==> src/rtl/psum_seq_pkg.sv <==
// Shared definitions for the partial-sum SRAM sequencer: default widths,
// command opcodes and the sequencer state encoding.
package psum_seq_pkg;

    localparam int DW_DEF    = 36;
    localparam int AW_DEF    = 12;
    localparam int LANES_DEF = 4;

    localparam logic [1:0] OP_CLEAR = 2'b00;
    localparam logic [1:0] OP_ACC   = 2'b01;
    localparam logic [1:0] OP_DRAIN = 2'b10;

    typedef enum logic [2:0] {
        IDLE      = 3'd0,
        CLEAR     = 3'd1,
        ACC_RD    = 3'd2,
        ACC_WR    = 3'd3,
        DRAIN_RD  = 3'd4,
        DRAIN_OUT = 3'd5,
        DONE      = 3'd6
    } state_t;

endpackage

==> src/rtl/psum_sram_sequencer_if.sv <==
// Bus between the sequencer and the partial-sum SRAM wrapper.
// The sequencer is the master; the SRAM wrapper (or its model) is the slave.
interface psum_sram_sequencer_if #(
    parameter int DW    = 36,
    parameter int AW    = 12,
    parameter int LANES = 4
) ();

    logic                  ps_sram_cen_n;
    logic                  ps_sram_wen_n;
    logic                  ps_sram_rst_en;
    logic [AW-1:0]         ps_sram_addr;
    logic [LANES*DW-1:0]   ps_sram_wr_data;
    logic [LANES*DW-1:0]   ps_sram_rd_data;

    modport master (
        output ps_sram_cen_n,
        output ps_sram_wen_n,
        output ps_sram_rst_en,
        output ps_sram_addr,
        output ps_sram_wr_data,
        input  ps_sram_rd_data
    );

    modport slave (
        input  ps_sram_cen_n,
        input  ps_sram_wen_n,
        input  ps_sram_rst_en,
        input  ps_sram_addr,
        input  ps_sram_wr_data,
        output ps_sram_rd_data
    );

endinterface

==> src/rtl/psum_sram_sequencer_lane_adder.sv <==
// One lane of the read-modify-write adder: signed DW-bit add.
// With PS_SAT_EN defined the result clamps to the signed range and a
// saturation indication is produced; otherwise it wraps.
module psum_lane_adder #(
    parameter int DW = 36
) (
    input  logic [DW-1:0] a,
    input  logic [DW-1:0] b,
`ifdef PS_SAT_EN
    output logic          sat,
`endif
    output logic [DW-1:0] sum
);

    logic [DW-1:0] raw_s;

`ifdef PS_SAT_EN
    logic ovf_s;

    // Overflow only when both operands share a sign the raw result lost.
    always_comb begin
        raw_s = a + b;
        ovf_s = (a[DW-1] == b[DW-1]) && (raw_s[DW-1] != a[DW-1]);
        if (ovf_s) begin
            if (a[DW-1]) begin
                sum = {1'b1, {(DW-1){1'b0}}};
            end else begin
                sum = {1'b0, {(DW-1){1'b1}}};
            end
        end else begin
            sum = raw_s;
        end
        sat = ovf_s;
    end
`else
    // Plain two's-complement wrap.
    always_comb begin
        raw_s = a + b;
        sum   = raw_s;
    end
`endif

endmodule

==> src/rtl/psum_sram_sequencer.sv <==
// Command-driven sequencer for the 4-bank partial-sum SRAM group.
// Operations: CLEAR (zero-fill), ACCUMULATE (read-modify-write of PE
// partial sums, 1 element per 2 cycles) and DRAIN (stream sums out).
// Optional build macro PS_SAT_EN: saturating lane adds plus a sticky
// per-command sat_flag output.
module psum_sram_sequencer
    import psum_seq_pkg::*;
#(
    parameter int DW    = DW_DEF,
    parameter int AW    = AW_DEF,
    parameter int LANES = LANES_DEF
) (
    input  logic                clk,
    input  logic                rst_n,
    input  logic                cmd_valid,
    output logic                cmd_ready,
    input  logic [1:0]          cmd_op,
    input  logic [AW-1:0]       cmd_base,
    input  logic [AW-1:0]       cmd_len_m1,
    input  logic                psum_valid,
    output logic                psum_ready,
    input  logic [LANES*DW-1:0] psum_data,
    output logic                out_valid,
    input  logic                out_ready,
    output logic [LANES*DW-1:0] out_data,
    psum_sram_sequencer_if.master sram,
`ifdef PS_SAT_EN
    output logic                sat_flag,
`endif
    output logic                busy,
    output logic                done
);

    state_t               state_r;
    state_t               state_nxt_s;
    logic [AW-1:0]        base_r;
    logic [AW-1:0]        len_m1_r;
    logic [AW-1:0]        idx_r;
    logic [LANES*DW-1:0]  psum_r;
    logic [LANES*DW-1:0]  sum_s;

    logic                 accept_s;
    logic                 idx_inc_s;
    logic                 psum_take_s;
    logic                 last_s;
    logic                 cen_n_s;
    logic                 wen_n_s;
    logic                 rst_en_s;
    logic                 psum_ready_s;
    logic                 out_valid_s;

    // One adder per lane: SRAM read data plus the registered partial sum.
`ifdef PS_SAT_EN
    logic [LANES-1:0]     lane_sat_s;
    logic                 sat_flag_r;
`endif

    for (genvar i = 0; i < LANES; i++) begin : g_lane
        psum_lane_adder #(.DW(DW)) u_add (
            .a   (sram.ps_sram_rd_data[i*DW +: DW]),
            .b   (psum_r[i*DW +: DW]),
`ifdef PS_SAT_EN
            .sat (lane_sat_s[i]),
`endif
            .sum (sum_s[i*DW +: DW])
        );
    end

    // State register; an async reset aborts any operation immediately.
    always_ff @(posedge clk or negedge rst_n) begin
        if (!rst_n) begin
            state_r <= IDLE;
        end else begin
            state_r <= state_nxt_s;
        end
    end

    // Command latch, element index and captured partial sum.
    always_ff @(posedge clk or negedge rst_n) begin
        if (!rst_n) begin
            base_r   <= {AW{1'b0}};
            len_m1_r <= {AW{1'b0}};
            idx_r    <= {AW{1'b0}};
            psum_r   <= {(LANES*DW){1'b0}};
        end else begin
            if (accept_s) begin
                base_r   <= cmd_base;
                len_m1_r <= cmd_len_m1;
                idx_r    <= {AW{1'b0}};
            end else if (idx_inc_s) begin
                idx_r    <= idx_r + {{(AW-1){1'b0}}, 1'b1};
            end else begin
                idx_r    <= idx_r;
            end
            if (psum_take_s) begin
                psum_r <= psum_data;
            end else begin
                psum_r <= psum_r;
            end
        end
    end

`ifdef PS_SAT_EN
    // Sticky saturation flag, cleared when a new command is accepted.
    always_ff @(posedge clk or negedge rst_n) begin
        if (!rst_n) begin
            sat_flag_r <= 1'b0;
        end else if (accept_s) begin
            sat_flag_r <= 1'b0;
        end else if ((state_r == ACC_WR) && (|lane_sat_s)) begin
            sat_flag_r <= 1'b1;
        end else begin
            sat_flag_r <= sat_flag_r;
        end
    end

    assign sat_flag = sat_flag_r;
`endif

    // Next-state decode and per-state SRAM/handshake controls.
    always_comb begin
        state_nxt_s  = state_r;
        accept_s     = 1'b0;
        idx_inc_s    = 1'b0;
        psum_take_s  = 1'b0;
        cen_n_s      = 1'b1;
        wen_n_s      = 1'b1;
        rst_en_s     = 1'b0;
        psum_ready_s = 1'b0;
        out_valid_s  = 1'b0;
        last_s       = (idx_r == len_m1_r);
        case (state_r)
            IDLE: begin
                if (cmd_valid) begin
                    accept_s = 1'b1;
                    case (cmd_op)
                        OP_CLEAR: state_nxt_s = CLEAR;
                        OP_ACC:   state_nxt_s = ACC_RD;
                        OP_DRAIN: state_nxt_s = DRAIN_RD;
                        default:  state_nxt_s = DONE;
                    endcase
                end else begin
                    state_nxt_s = IDLE;
                end
            end
            CLEAR: begin
                cen_n_s   = 1'b0;
                wen_n_s   = 1'b0;
                rst_en_s  = 1'b1;
                idx_inc_s = 1'b1;
                if (last_s) begin
                    state_nxt_s = DONE;
                end else begin
                    state_nxt_s = CLEAR;
                end
            end
            ACC_RD: begin
                psum_ready_s = 1'b1;
                if (psum_valid) begin
                    psum_take_s = 1'b1;
                    cen_n_s     = 1'b0;
                    state_nxt_s = ACC_WR;
                end else begin
                    state_nxt_s = ACC_RD;
                end
            end
            ACC_WR: begin
                cen_n_s   = 1'b0;
                wen_n_s   = 1'b0;
                idx_inc_s = 1'b1;
                if (last_s) begin
                    state_nxt_s = DONE;
                end else begin
                    state_nxt_s = ACC_RD;
                end
            end
            DRAIN_RD: begin
                cen_n_s     = 1'b0;
                state_nxt_s = DRAIN_OUT;
            end
            DRAIN_OUT: begin
                // Holding cen_n high keeps rd_data stable under backpressure.
                out_valid_s = 1'b1;
                if (out_ready) begin
                    idx_inc_s = 1'b1;
                    if (last_s) begin
                        state_nxt_s = DONE;
                    end else begin
                        state_nxt_s = DRAIN_RD;
                    end
                end else begin
                    state_nxt_s = DRAIN_OUT;
                end
            end
            DONE: begin
                state_nxt_s = IDLE;
            end
            default: begin
                state_nxt_s = IDLE;
            end
        endcase
    end

    // Address walks base+idx and wraps at the top of the SRAM.
    always_comb begin
        if ((state_r == IDLE) || (state_r == DONE)) begin
            sram.ps_sram_addr = {AW{1'b0}};
        end else begin
            sram.ps_sram_addr = base_r + idx_r;
        end
    end

    // Write data only carries the accumulated sum during ACC_WR.
    always_comb begin
        if (state_r == ACC_WR) begin
            sram.ps_sram_wr_data = sum_s;
        end else begin
            sram.ps_sram_wr_data = {(LANES*DW){1'b0}};
        end
    end

    // Drained data comes straight from the SRAM read port.
    always_comb begin
        if (out_valid_s) begin
            out_data = sram.ps_sram_rd_data;
        end else begin
            out_data = {(LANES*DW){1'b0}};
        end
    end

    assign sram.ps_sram_cen_n  = cen_n_s;
    assign sram.ps_sram_wen_n  = wen_n_s;
    assign sram.ps_sram_rst_en = rst_en_s;
    assign psum_ready          = psum_ready_s;
    assign out_valid           = out_valid_s;
    assign cmd_ready           = (state_r == IDLE);
    assign busy                = (state_r != IDLE);
    assign done                = (state_r == DONE);

endmodule

==> src/flat_wrapper.sv <==
// flat-port wrapper written by rule: the top's interface ports become plain ports
module psum_sram_sequencer_flat import psum_seq_pkg::*;
#(
    parameter int DW    = DW_DEF,
    parameter int AW    = AW_DEF,
    parameter int LANES = LANES_DEF
)
  (clk, rst_n, cmd_valid, cmd_ready, cmd_op, cmd_base, cmd_len_m1, psum_valid, psum_ready, psum_data, out_valid, out_ready, out_data, busy, done, sram_ps_sram_cen_n, sram_ps_sram_wen_n, sram_ps_sram_rst_en, sram_ps_sram_addr, sram_ps_sram_wr_data, sram_ps_sram_rd_data);
  psum_sram_sequencer_if #(.DW(DW), .AW(AW), .LANES(LANES)) sram_i ();
  input  logic clk;
  input  logic rst_n;
  input  logic cmd_valid;
  output logic cmd_ready;
  input  logic [1:0] cmd_op;
  input  logic [AW-1:0] cmd_base;
  input  logic [AW-1:0] cmd_len_m1;
  input  logic psum_valid;
  output logic psum_ready;
  input  logic [LANES*DW-1:0] psum_data;
  output logic out_valid;
  input  logic out_ready;
  output logic [LANES*DW-1:0] out_data;
  output logic busy;
  output logic done;
  output wire logic [$bits(sram_i.ps_sram_cen_n)-1:0] sram_ps_sram_cen_n;
  output wire logic [$bits(sram_i.ps_sram_wen_n)-1:0] sram_ps_sram_wen_n;
  output wire logic [$bits(sram_i.ps_sram_rst_en)-1:0] sram_ps_sram_rst_en;
  output wire logic [$bits(sram_i.ps_sram_addr)-1:0] sram_ps_sram_addr;
  output wire logic [$bits(sram_i.ps_sram_wr_data)-1:0] sram_ps_sram_wr_data;
  input wire logic [$bits(sram_i.ps_sram_rd_data)-1:0] sram_ps_sram_rd_data;
  assign sram_ps_sram_cen_n = sram_i.ps_sram_cen_n;
  assign sram_ps_sram_wen_n = sram_i.ps_sram_wen_n;
  assign sram_ps_sram_rst_en = sram_i.ps_sram_rst_en;
  assign sram_ps_sram_addr = sram_i.ps_sram_addr;
  assign sram_ps_sram_wr_data = sram_i.ps_sram_wr_data;
  assign sram_i.ps_sram_rd_data = sram_ps_sram_rd_data;
  psum_sram_sequencer #(.DW(DW), .AW(AW), .LANES(LANES)) u_core (.clk(clk), .rst_n(rst_n), .cmd_valid(cmd_valid), .cmd_ready(cmd_ready), .cmd_op(cmd_op), .cmd_base(cmd_base), .cmd_len_m1(cmd_len_m1), .psum_valid(psum_valid), .psum_ready(psum_ready), .psum_data(psum_data), .out_valid(out_valid), .out_ready(out_ready), .out_data(out_data), .sram(sram_i), .busy(busy), .done(done));
endmodule
==> config.mk <==
export PLATFORM = sky130hd
export DESIGN_NAME = psum_sram_sequencer_flat
export DESIGN_NICKNAME = d
export VERILOG_FILES = /design/src/rtl/psum_seq_pkg.sv /design/src/rtl/psum_sram_sequencer_if.sv /design/src/rtl/psum_sram_sequencer_lane_adder.sv /design/src/rtl/psum_sram_sequencer.sv /design/src/flat_wrapper.sv
export SDC_FILE = /design/constraint.sdc
export NUM_CORES = 1
export LEC_CHECK = 0
export ABC_CLOCK_PERIOD_IN_PS = 13150
export BUFFER_PORTS_ARGS = -buffer_cell sky130_fd_sc_hd__buf_4
export CAP_MARGIN = 30
export CORE_AREA = 2 2 244 246
export DETAILED_ROUTE_END_ITERATION = 12
export DIE_AREA = 0 0 246 248
export MAX_ROUTING_LAYER = met4
export PLACE_DENSITY = 0.57
export SYNTH_ARGS = -nofsm -noshare
export SYNTH_HDL_FRONTEND = slang
export SYNTH_SLANG_ARGS = --single-unit
==> constraint.sdc <==
create_clock -name clk -period 13.15 [get_ports clk]
set_input_delay 3.2875 -clock clk [delete_from_list [all_inputs] [get_ports clk]]
set_output_delay 3.2875 -clock clk [all_outputs]
set_load 0.01 [all_outputs]
==> out/results.txt <==
Syn Nets: 2,370
drt drc: 0
Hold EP: u_core.psum_r[96]
internal power: 2.663 mW
NetSw: 2.404 mW
XOR/XNOR Fraction of Synth Area: 8.314%
# Post-CTS Setup Buffers: 0
Post-DP HPWL: 52,000 µm
num rows: 89
worst r2r src: u_core.state_r[0]
CTS tree: yes
total core area: 58,460 µm²
PortBufs: 626
Synth Instances: 1,894
# IOs: 627
critical path startpoint category: primary input
Final TNS setup: 0 ps
synthesized flop and latch total: 183
H-tree levels: 4
chip width: 246 µm
die footprint: 61,010 µm²
TritonCTS Buffers: 17
combinational family with the most area after synthesis: simple AND/OR/NAND/NOR gates
post-synthesis mux area share: 11.48%
run status: complete, no violations
crit-path max FO: 4
nets: 2,921
Worst R2R Setup Slack: 10,140 ps
hold path cells: 1
DR vias: 16,442
CP required: 9860 ps
crit path DAT: 6320 ps
Worst setup EP type: primary output
Rel. slew slack: 41.24%
Max-Cap Viols: 0
post-synthesis adder-cell area fraction: 12.10%
cts hold-fix bufs: 0
sequential share of power: 20.4%
Fillers: 5,967
Clk Latency, worst-skew pair: 500 ps
largest net degree at the start of global routing: 79
Initial Utilization: 28.29%
Worst Hold Launch: u_core.psum_r[96]
Final Total Pwr: 5.067 mW
FF-to-FF path depth: 5
Most used DFF post-synth: dfrtp_1
max-slew violations: 0
final clock skew: 26.23 ps
CTS Buffer Depth: 2
area leader, netlist: dfrtp_1
DR iter-0 viols: 820
LEAKAGE: 11.33 nW
area fraction in compound gates after synthesis: 17.74%
Tot GR Track Use: 20.68%
Avg Inst Size Synth: 8.733 µm²
Crit Reg-Reg Endpoint: u_core.psum_r[109]
Worst IR Drop VDD: 0.1118 mV
Worst-path clk slew: 70 ps
final setup violation count: 0
PostCTS Resize Cnt: 0
utilization after layout: 38.52%
first-pass detailed-route iteration total: 5
Slew @ Worst Pin: 880.4 ps
antenna-violating nets left: 0
yosys warns: 0
GPL Wtd Cong: 0.9136
DR WL/cell: 19.78 µm
DR vias/cell: 5.079
power per cell area: 225.0 nW/µm²
ranking of synthesized cells by area: dfrtp_1 28%, ha_1 11%, mux2_2 11%, and3_1 6.1%, nor2_1 4.8%
Hold Fails Final Rpt: 0
Die Ht: 248 µm
initial antenna violation count: 7
grt ovf: 0
layout cells sized above 1: 35.84%
first-pass GRT wire length: 94,070 µm
CTS sink cnt: 183
Final Cycle Share: 73.06%
switching share of power: 47.44%
CP Class: primary input to primary output
Layout area overhead: 36.14%
post-synthesis simple-gate area fraction: 19.03%
Seq/Total Area, Yosys: 27.69%
vias in the first global route: 15,993
fmax: 104.1 MHz
Synth cell types: 79
RSZ-0062 raised after global routing: false
Synth Cell Area: 16,540 µm²
Final min period: 9607 ps
Synth top area share: 27.69%
Hold Path Class: flop to flop
number of synthesized flops with an enable pin: 0
combinational share of power: 69.0%
total routed wirelength: 64,040 µm
ys async rst share: 100.0%
clock share of power: 10.7%
clk root buf: clkbuf_16
-- power groups by stage --
| stage | Combinational (mW) | Sequential (mW) | Clock [mW] |
|---|---|---|---|
| after detailed placement | 3.47 | 1.05 | 0 |
| after global routing | 3.83 | 1.07 | 0.583 |
| final | 3.49 | 1.03 | 0.541 |
| after CTS | 3.49 | 1.03 | 0.566 |
| after floorplan | 2.43 | 0.963 | 0 |
| after global placement | 3.45 | 1.04 | 0 |
-- synth_stat cells, drive strengths merged (29+ instances only) --
cell	number
o21bai	30
dfrtp	183
a21o	76
clkbuf	87
xor2	71
o21ai	86
ha	152
mux2	165
a21oi	151
xnor2	86
nor2	210
nand4	29
nand3	31
and3	162
inv	51
nand2	97
-- how the worst max path moves through the flow --
stage | slack (ps) | cells past startpoint | from | to
finish | 3540 | 15 | sram_ps_sram_rd_data[0] | sram_ps_sram_wr_data[34]
global route | 3180 | 15 | sram_ps_sram_rd_data[0] | sram_ps_sram_wr_data[34]
CTS | 3510 | 15 | sram_ps_sram_rd_data[0] | sram_ps_sram_wr_data[34]
detailed placement | 3520 | 15 | sram_ps_sram_rd_data[0] | sram_ps_sram_wr_data[34]
global placement | 3550 | 15 | sram_ps_sram_rd_data[0] | sram_ps_sram_wr_data[34]
floorplan | 4230 | 12 | sram_ps_sram_rd_data[108] | sram_ps_sram_wr_data[140]
-- cells by family after synthesis --
group,Yosys count
and+or+nand+nor,630
AOI/OAI and AO/OA,442
DFF,183
muxes,169
xor gates and xnor gates,157
adders and majority gates,157
buffers and inverters,156
-- cell usage in the layout (no fill, tap or decap), drive strengths merged, types with 18 or more instances in the layout --
| master | count |
|---|---|
| xnor2 | 86 |
| nand2b | 19 |
| ha | 152 |
| nand2 | 97 |
| o21bai | 30 |
| buf | 636 |
| mux2 | 165 |
| xor2 | 71 |
| nand3 | 31 |
| a21oi | 151 |
| nor3 | 22 |
| a21o | 76 |
| inv | 57 |
| o21ai | 86 |
| and3 | 162 |
| dfrtp | 183 |
| nor2 | 210 |
| and2 | 18 |
| clkbuf | 19 |
| nand4 | 29 |
-- routing by layer --
layer | global-route usage (%) | part of all wire (%) | wire length (µm) | vias up
met4 | 7.112 | 2.4 | 1506 | 0
met3 | 3.795 | 5.8 | 3742 | 75
met2 | 35.05 | 50 | 32240 | 555
met5 | - | 0 | 0 | -
li1 | - | - | - | 7910
met1 | 24.57 | 41 | 26550 | 7902
-- registers in the layout (all words and copies together), names as in the netlist --
register,cells
u_core.len_m1_r,12
u_core.idx_r,12
u_core.base_r,12
u_core.psum_r,144
u_core.state_r,3
-- worst max-delay path, stage by stage --
cell and delay (ps):
buf_4 90, ha_1 280, inv_1 90, fa_1 390, nor2b_1 160, o21ai_0 160
a21oi_1 250, o2111ai_1 180, a31oi_1 410, a21oi_2 150, o21ai_2 240, a41oi_1 180
xor2_1 210, nor2_1 60, buf_4 170
-- final cells by class --
type                            instances  area (µm²)  area share (%)
Sequential cell                       183        4583           20.35
Tap cell                              773       967.2           4.295
Inverter                               51       191.4          0.8501
Antenna cell                            6       15.01         0.06668
Clock inverter                         14       158.9          0.7057
Timing Repair Buffer                  637        4801           21.32
Multi-Input combinational cell       1555       11370           50.50
Clock buffer                           18       429.2           1.906
-- metrics by stage --
step | worst slack (ps) | cells | area (µm²) | hold slack, ps
final | 3543 | 3237 | 22520 | 515.4
after global routing | 3176 | 3237 | 22520 | 526.9
after CTS | 3509 | 3231 | 22500 | 521.1
after detailed placement | 3518 | 3199 | 21910 | 501.7
after global placement | 3551 | 3198 | 21890 | 494.0
after floorplan | 4228 | 1894 | 16540 | 484.9
Power figures use the tool's default switching activity.
